### src/rtl/display_scan_ctrl.sv
// Four-digit multiplexed 7-segment controller: binary-to-BCD by iterative double-dabble,
// atomic digit commit, round-robin scan with a blanking interval per digit slot.
module display_scan_ctrl #(
  parameter int CLK_DIV      = 100_000,
  parameter int BLANK_CYCLES = 1_000
) (
  input  logic        clk,
  input  logic        rst,
  input  logic [13:0] bin_in,
  input  logic        bin_valid,
  output logic        bin_ready,
  input  logic        lzb_en,
  output logic        busy,
  output logic [6:0]  seg_out,
  output logic [3:0]  sel
);

  localparam int PW = $clog2(CLK_DIV);

  typedef enum logic [1:0] {IDLE, CONV, COMMIT} state_t;

  state_t         state_q, state_d;
  logic [13:0]    bin_q, bin_d;
  logic [15:0]    bcd_q, bcd_d;
  logic [3:0]     it_q, it_d;
  logic [15:0]    disp_q, disp_d;
  logic [14:0]    adj;
  logic [PW-1:0]  pre_q, pre_d;
  logic [1:0]     idx_q, idx_d;
  logic [3:0]     sel_d;
  logic [6:0]     seg_d;
  logic [3:0]     digit;
  logic [3:0]     lead_zero;

  function automatic logic [6:0] seg_decode(input logic [3:0] d);
    case (d)
      4'd0:    seg_decode = 7'b1111110;
      4'd1:    seg_decode = 7'b0110000;
      4'd2:    seg_decode = 7'b1101101;
      4'd3:    seg_decode = 7'b1111001;
      4'd4:    seg_decode = 7'b0110011;
      4'd5:    seg_decode = 7'b1011011;
      4'd6:    seg_decode = 7'b1011111;
      4'd7:    seg_decode = 7'b1110000;
      4'd8:    seg_decode = 7'b1111111;
      4'd9:    seg_decode = 7'b1111011;
      default: seg_decode = 7'b0000000;
    endcase
  endfunction

  assign bin_ready = (state_q == IDLE);
  assign busy      = ~bin_ready;

  always_comb begin
    state_d = state_q;
    bin_d   = bin_q;
    bcd_d   = bcd_q;
    it_d    = it_q;
    disp_d  = disp_q;
    // The thousands digit never reaches 5 before a shift because the input is
    // clamped to 9999, so only the lower three digits need the add-3 correction.
    adj     = bcd_q[14:0];
    for (int i = 0; i < 3; i++) begin
      if (bcd_q[4*i +: 4] >= 4'd5) adj[4*i +: 4] = bcd_q[4*i +: 4] + 4'd3;
    end
    case (state_q)
      IDLE: begin
        if (bin_valid) begin
          bin_d   = (bin_in > 14'd9999) ? 14'd9999 : bin_in;
          bcd_d   = '0;
          it_d    = '0;
          state_d = CONV;
        end
      end
      CONV: begin
        bcd_d = {adj, bin_q[13]};
        bin_d = {bin_q[12:0], 1'b0};
        it_d  = it_q + 4'd1;
        if (it_q == 4'd13) state_d = COMMIT;
      end
      COMMIT: begin
        disp_d  = bcd_q;
        state_d = IDLE;
      end
      default: state_d = IDLE;
    endcase
  end

  always_comb begin
    pre_d = (pre_q == PW'(CLK_DIV - 1)) ? '0 : pre_q + PW'(1);
    idx_d = (pre_q == PW'(CLK_DIV - 1)) ? idx_q + 2'd1 : idx_q;
    digit = disp_q[4*idx_d +: 4];
    lead_zero[3] = (disp_q[15:12] == 4'd0);
    lead_zero[2] = lead_zero[3] && (disp_q[11:8] == 4'd0);
    lead_zero[1] = lead_zero[2] && (disp_q[7:4] == 4'd0);
    lead_zero[0] = 1'b0;
    sel_d = 4'b1111;
    seg_d = 7'b0000000;
    if (32'(pre_d) >= BLANK_CYCLES) begin
      sel_d = ~(4'b0001 << idx_d);
      seg_d = (lzb_en && lead_zero[idx_d]) ? 7'b0000000 : seg_decode(digit);
    end
  end

  always_ff @(posedge clk) begin
    if (rst) begin
      state_q <= IDLE;
      bin_q   <= '0;
      bcd_q   <= '0;
      it_q    <= '0;
      disp_q  <= '0;
      pre_q   <= '0;
      idx_q   <= '0;
      sel     <= 4'b1111;
      seg_out <= 7'b0000000;
    end else begin
      state_q <= state_d;
      bin_q   <= bin_d;
      bcd_q   <= bcd_d;
      it_q    <= it_d;
      disp_q  <= disp_d;
      pre_q   <= pre_d;
      idx_q   <= idx_d;
      sel     <= sel_d;
      seg_out <= seg_d;
    end
  end

endmodule

### config.mk
export PLATFORM = sky130hd
export DESIGN_NAME = display_scan_ctrl
export DESIGN_NICKNAME = d
export VERILOG_FILES = /design/src/rtl/display_scan_ctrl.sv
export SDC_FILE = /design/constraint.sdc
export NUM_CORES = 1
export LEC_CHECK = 0
export CAP_MARGIN = 10
export CORE_MARGIN = 1
export CORE_UTILIZATION = 40
export DETAILED_ROUTE_END_ITERATION = 8
export PLACE_DENSITY_LB_ADDON = 0.2
export RECOVER_POWER = 50
export SYNTH_ARGS = -nofsm -noshare
export SYNTH_HDL_FRONTEND = slang
export SYNTH_SLANG_ARGS = --single-unit
### constraint.sdc
create_clock -name clk -period 2.77 [get_ports clk]
set_clock_uncertainty 0.1 [all_clocks]
set_input_delay 0.554 -clock clk [delete_from_list [all_inputs] [get_ports clk]]
set_output_delay 0.554 -clock clk [all_outputs]
set_load 0.02 [all_outputs]
# == Word level (Yosys, flattened, before mapping) ==
# Memories as Yosys holds them, arrays and structs flattened. A register that Yosys moved wholly into a read port is not among the register bits.
# Cells that the tools add are included.
# word_totals
input_bits,18
romBits,112
n_memories,1
reg_bits,75
output_inout_bits,13
wordCells,61
# memory_table
name,words,width,read_ports,rd_clocked_by_memory_dff,write_ports,line,rtl
(name not given),16,7,1,1,0,36,case (d)
# op_classes
n_shift,2
n_lt_le_gt_ge,6
n_eq_ne,6
bitwise_logic,3
muxes,17
n_reduce_logical,12
add_sub_neg,6
# op_table
cell,count
case mux 16 bit (2 select lines),1
two-way mux 14 bit,2
case mux 14 bit (2 select lines),1
"adder 17 x 1 -> 17 bit, second input constant",1
"equality test 17 bit, second input constant",1
">= comparator 17 x 10 -> 1 bit, second input constant",1
two-way mux 17 bit,1
two-way mux 16 bit,1
two-way mux 4 bit,4
indexed part select 16 x 5 -> 4 bit,1
"greater-than comparator 14 bit, second input constant",1
"adder 4 x 2 -> 4 bit, second input constant",3
">= comparator 4 x 3 -> 1 bit, second input constant",3
zero test 4 bit,3
case mux 4 bit (2 select lines),1
two-way mux 2 bit,3
"adder 4 x 1 -> 4 bit, second input constant",1
"equality test 4 bit, second input constant",1
"!= test 2 bit, second input constant",2
inverter 4 bit,1
case mux 2 bit (2 select lines),1
AND reduction 2 bit,2
"<< shifter 1 x 2 -> 4 bit, first input constant",1
logical AND 1 bit,3
11 further kinds,12

# == Depth between registers and ports, before layout ==
# Gate-level depths: netlist (run 1).
# depth
depth_word,7
ltp_mapped,12
mapped_depth_nobuf,10

# == Least setup slack after synthesis (run 1) ==
# OpenSTA, ideal clock, no wires.
# synth_path
path_type,reg2reg
from,register pre_q[0]
to,register seg_out[2]
arrival_time_ns,2.536
path_stages_with_launch,11
setup_ns,0.124
n_path_buf,1
setup_slack_ns,0.011
period_less_slack_ns,2.759
path_cell_list,dfxtp_1 ha_1 and4_1 and4_1 buf_4 mux2i_1 o221ai_1 ha_1 mux2_2 a21oi_1 nor2_1
# synth_via
elab_chain_len,6
# synth_lines
element,line,rtl
from (decl),28,"logic [PW-1:0] pre_q, pre_d;"
from (signal assigned),122,pre_q <= pre_d;
branches (longest 6 deep; another with adder 17 x 1 -> 17 bit),--,
to (decl),14,"output logic [6:0] seg_out,"
# Several ways; the timed one is not identified. The select of a mux whose other input is x is not followed.
# A chain may end at the register's enable or synchronous reset.

# == Worst setup path after layout (run 1) ==
# Same ends and word-level chain as after synthesis.

==> metrics.txt, run 1 <==
status completed; Max IR drop VDD 249.1 uV; core area 9415 sq um; placed cell area 4462 sq um; Post-synth EDFFs 0; hpwl dp 5647 um; I/O Buffers 30; relative slew slack 21.28%; mapped cell area 3964 sq um; Critical Path, Cell by Cell ha_1, and4_1, and4_4, xnor2_1, clkbuf_1, o221ai_4, mux2_2, a21oi_1, nor2_1; via count 3288; clk slew on worst S/H paths 0.09 ns; share of layout cells above drive strength 1 10.62%; Total Nets Final 546; initial antenna violation count 0; Final Max Slew Viols 0; Die Height 101.5 um; average wire per standard cell 12.50 um; number of global-route vias before repair 3121; Pre-antenna DRT Iters 4; startpoint types flop; R2R depth 9; PostCTS Resize Cnt 1; sequential-to-total area share from yosys stat 41.41%; post-layout instance area 4676 sq um; gr usage total 17.05%; Inserted Diodes 0; RSZ-0062 raised after global routing no; Die Wd 101.5 um; critical path's slowest cell mux2_2; Final Hold Viols 0; Post-DRT Antenna Nets 0; commonest non-fill, non-tap cells in the layout 82 x dfxtp_1, 63 x nor2_1, 63 x nand2_1, 47 x a21oi_1, 28 x clkdlybuf4s50_1; P&R area growth vs syn 17.96%; # H-tree levels 3; Ports 31; vias per cell 5.082; Worst Path Arrival 2.72 ns; fraction of registers with async set/reset 0%; slew at the pin with the worst max-slew slack 1.181 ns; most common cell after layout, fill and taps aside dfxtp_1; Hold Crit Class reg2reg; Highest Clock Rate 388.1 MHz; GR Overflow Total 0; Setup TNS 0 ns; Largest stage delay, worst path 0.38 ns; Total Die Area 10310 sq um; CP endpoint kind flop; Hold-fix buffers, CTS 0; Leak 1.716 nW; Residual DRC 0; Post-Route WL 8088 um; GPL Wtd Cong 0.9003; critical path data required time 2.91 ns; root buffer cell clkbuf_8; CTS Sinks 82; cts bufs inserted 9; Post-Syn Area per Cell 8.292 sq um; Power Density 472.6 nW/um^2; min Tclk post-route 2.577 ns; Rows 35; Final Setup Violations 0; cell count after synthesis 478; Synth Register Bits 82; Setup CP Type reg2reg; first-pass GRT wire length 13990 um; Setup Buffers After CTS 0; CTS tree built; Starting Density 42.10%; maximum clock path buffer count 2; Top FF cell, synth dfxtp_1; syn nets 511; max_cap viols 0; Clk Latency, worst-skew pair 0.36 ns; count of cell types in the netlist 55; largest net degree at the start of global routing 59; Min-Delay Path Depth 2; Tcrit/Tclk final 93.03%; Worst Path Max Fanout 9; Yosys warnings 0; Initial DRC Count 128
-- worst max-delay path: cells and delay by family (launching register included) --
| family | cells | cell delay (ns) |
|---|---|---|
| flip-flops | 1 | 0.37 |
| AO/OA/AOI/OAI | 2 | 0.46 |
| buffers and inverters | 1 | 0.20 |
| AND/OR/NAND/NOR | 3 | 0.65 |
| XOR/XNOR | 1 | 0.14 |
| multiplexers | 1 | 0.38 |
| adder cells (fa/ha/maj) | 1 | 0.17 |
-- per-layer routing --
layer | vias up | track usage, % | routed length [um]
li1 | 1733 | - | -
met3 | 7 | 3.796 | 343
met1 | 1489 | 21.86 | 3934
met5 | - | 0 | 0
met2 | 59 | 28.33 | 3730
met4 | 0 | 5.686 | 80
-- cell type report --
type,count,area (sq um)
clock buffers,10,137.6
multi-input cells,350,2178
flip-flops and latches,82,1642
inverters,21,78.83
fillers,910,4740
repair buffers,49,422.9
clock inverters,6,55.05
well taps,129,161.4
-- registers in the layout (all words and copies together) (netlist names) --
name and count:
bin_q 14, seg_out 7, it_q 4, idx_q 2, sel 4, pre_q 17
disp_q 16, bcd_q 16, state_q 2
-- synthesized netlist by cell type, types with 3 or more instances --
| cell type | count | area, sq um |
|---|---|---|
| dfxtp_1 | 82 | 1642 |
| nand2_1 | 63 | 236.5 |
| nor2_1 | 63 | 236.5 |
| a21oi_1 | 47 | 235.2 |
| inv_1 | 20 | 75.07 |
| clkbuf_1 | 19 | 71.32 |
| o21ai_0 | 16 | 80.08 |
| ha_1 | 15 | 187.7 |
| nand3_1 | 13 | 65.06 |
| xnor2_1 | 13 | 113.9 |
| mux2i_1 | 11 | 110.1 |
| nor3_1 | 11 | 55.05 |
| a22oi_1 | 10 | 75.07 |
| o221ai_1 | 8 | 70.07 |
| xor2_1 | 8 | 70.07 |
| nand2b_1 | 7 | 43.79 |
| a222oi_1 | 6 | 60.06 |
| or2_2 | 6 | 37.54 |
| mux2_2 | 5 | 56.30 |
| nor4_1 | 5 | 31.28 |
| nand4_1 | 4 | 25.02 |
| buf_2 | 3 | 15.01 |
| nor2b_1 | 3 | 18.77 |
| or3_1 | 3 | 18.77 |
-- kinds of logic (layout without fill, tap and decap cells) --
| group | after synthesis | in the layout | synth area share [%] |
|---|---|---|---|
| compound gates | 103 | 103 | 17.42 |
| mux | 16 | 16 | 4.198 |
| buf+inv | 46 | 86 | 4.545 |
| xor+xnor | 21 | 21 | 4.640 |
| flops | 82 | 82 | 41.41 |
| simple gates | 194 | 194 | 22.79 |
| fa+ha+maj | 16 | 16 | 4.987 |
-- worst paths after layout --
| check | slack (ns) | start | endpoint |
|---|---|---|---|
| setup / recovery | 0.19 | pre_q[0]$_SDFF_PP0_ | seg_out[2]$_SDFF_PP0_ |
| hold / removal | 0.36 | disp_q[3]$_SDFFE_PP0N_ | disp_q[3]$_SDFFE_PP0N_ |
| setup reg to reg | 0.19 | pre_q[0]$_SDFF_PP0_ | seg_out[2]$_SDFF_PP0_ |
| hold reg to reg | 0.36 | disp_q[3]$_SDFFE_PP0N_ | disp_q[3]$_SDFFE_PP0N_ |
-- per-stage QoR --
| stage | hold slack, ns | power, mW | cells | utilization, % | setup WS (ns) |
|---|---|---|---|---|---|
| after floorplan | 0.3258 | 1.334 | 478 | - | 0.01052 |
| after global placement | 0.3398 | 1.389 | 631 | 47.39 | 0.1350 |
| after detailed placement | 0.3505 | 1.392 | 631 | 47.39 | 0.01834 |
| after CTS | 0.3139 | 2.245 | 647 | 49.50 | 0.005036 |
| after global routing | 0.3781 | 2.314 | 647 | 49.66 | 0.01610 |
| final | 0.3610 | 2.210 | 647 | 49.66 | 0.1930 |
-- power breakdown --
part           leakage, nW  total [mW]  switching (mW)  internal (mW)
clock               0.0998       0.849           0.479          0.369
combinational        0.952       0.142          0.0852         0.0570
sequential           0.664        1.22          0.0173           1.20
Note: power is estimated with default switching activity, not from simulation.
==> run 2, diff against run 1 <==
--- a/config.mk
+++ b/config.mk
@@ -6,7 +6,7 @@
 export NUM_CORES = 1
 export LEC_CHECK = 0
 export CAP_MARGIN = 10
-export CORE_MARGIN = 1
+export CORE_ASPECT_RATIO = 0.75
 export CORE_UTILIZATION = 40
 export DETAILED_ROUTE_END_ITERATION = 8
 export PLACE_DENSITY_LB_ADDON = 0.2
==> metrics.txt, run 2 (same netlist as run 1, synthesis figures left out) <==
number of global-route vias before repair 3036; first-pass GRT wire length 14390 um; gr usage total 18.12%; critical path data required time 2.94 ns; I/O Buffers 30; Final Setup Violations 0; Leak 1.723 nW; Register Area 1642 sq um; via count 3276; largest net degree at the start of global routing 58; Clk Latency, worst-skew pair 0.34 ns; status completed; Final Hold Viols 0; Power Density 512.7 nW/um^2; final core occ 49.18%; GPL Wtd Cong 0.8681; Hold Crit Class reg2reg; Highest Clock Rate 385.9 MHz; max_cap viols 0; Post-Route WL 8575 um; R2R setup slack 0.18 ns; CTS Sinks 82; Worst Path Max Fanout 8; relative slew slack 22.51%; # H-tree levels 3; core area 9658 sq um; Post-Place Worst Slack -0.05436 ns; share of layout cells above drive strength 1 10.08%; leading registers by flop count pre_q (17), bcd_q (16), disp_q (16); startpoint types flop; commonest non-fill, non-tap cells in the layout 82 x dfxtp_1, 63 x nor2_1, 63 x nand2_1, 47 x a21oi_1, 22 x clkdlybuf4s50_1; min Tclk post-route 2.591 ns; Post-DRT Antenna Nets 0; Tcrit/Tclk final 93.55%; Ports 31; Initial DRC Count 174; area of the multi-input gates 2192 sq um; Final Max Slew Viols 0; RSZ-0062 raised after global routing no; slew at the pin with the worst max-slew slack 1.162 ns; max reg flops 17; setup ws final 0.1787 ns; hpwl dp 5838 um; most flop-heavy register pre_q; Starting Density 41.04%; Power, Total 2.435 mW; maximum clock path buffer count 2; Max IR drop VDD 304.0 uV; number of fill cells 929; cts bufs inserted 9; Inserted Diodes 0; CTS tree built; Rows 31; Total Nets Final 544; root buffer cell clkbuf_16; Setup CP Type reg2reg; clk slew on worst S/H paths 0.06 ns; GR Overflow Total 0; initial antenna violation count 0; vias per cell 5.056; most common cell after layout, fill and taps aside dfxtp_1; Total Die Area 10320 sq um; Residual DRC 0; Pre-antenna DRT Iters 7; CP endpoint kind flop; Worst Path Arrival 2.76 ns; Die Wd 116.9 um; P&R area growth vs syn 19.82%; Die Height 88.21 um; average wire per standard cell 13.23 um
## run 2: cell count changes in the layout (fill, tap and decap cells not counted), sizes merged
cell	change
dlygate4sd3	+6
clkinvlp	+1
clkbuf	+2
clkinv	+2
inv	-4
clkdlybuf4s50	-6
buf	-3
## run 2: worst paths after layout
kind / from / endpoint / cells past startpoint
hold / removal: bin_q[3]$_SDFFE_PP0P_ / bin_q[3]$_SDFFE_PP0P_ / 2
hold reg to reg: bin_q[3]$_SDFFE_PP0P_ / bin_q[3]$_SDFFE_PP0P_ / 2
setup reg to reg: pre_q[0]$_SDFF_PP0_ / seg_out[3]$_SDFF_PP0_ / 11
setup / recovery: pre_q[0]$_SDFF_PP0_ / seg_out[3]$_SDFF_PP0_ / 11
## run 2: power by group
part / internal, mW / total [mW] / leakage, nW / switching (mW)
Sequential: 1.20 / 1.22 / 0.664 / 0.0175
Combinational: 0.0569 / 0.143 / 0.929 / 0.0859
Clock: 0.604 / 1.07 / 0.129 / 0.468
## run 2: metrics by stage
stage	TNS, ns	cells	instance area [sq um]	hold slack [ns]
floorplan	0	478	3964	0.3258
global placement	0	631	4443	0.3394
detailed placement	-0.1248	631	4443	0.3468
CTS	0	647	4720	0.3512
global route	0	648	4750	0.3832
finish	0	648	4750	0.3609
## run 2: final cells by class
class	count	share of cell area, %
Sequential cell	82	34.56
Tap cell	132	3.477
Multi-Input combinational cell	350	46.15
Timing Repair Buffer	47	8.588
Clock inverter	5	0.6586
Inverter	21	1.660
Clock buffer	11	4.900
## run 2: critical path, stage by stage, from the launching register on
cell and delay (ns):
dfxtp_1 0.37, ha_1 0.17, and4_1 0.26, and4_4 0.29, buf_6 0.16, mux2i_4 0.26
o221ai_4 0.16, inv_1 0.13, ha_1 0.25, mux2i_1 0.13, nand2_1 0.07, a21oi_1 0.15
## run 2: repair_timing
| item | 4_1_cts | 5_1_grt |
|---|---|---|
| hold buffers | 0 | 0 |
| buffers inserted | 0 | 1 |
| pin swaps | 0 | 1 |
| setup endpoints to repair | 3 | 4 |
| gates resized for setup | 2 | 8 |
## run 2: per-layer routing
layer | up-vias | routed length, um | GRT usage, %
met1 | 1478 | 4390 | 24.60
met2 | 54 | 3667 | 27.38
met5 | - | 0 | 0
li1 | 1732 | - | -
met4 | 0 | 116 | 6.559
met3 | 12 | 399 | 5.342
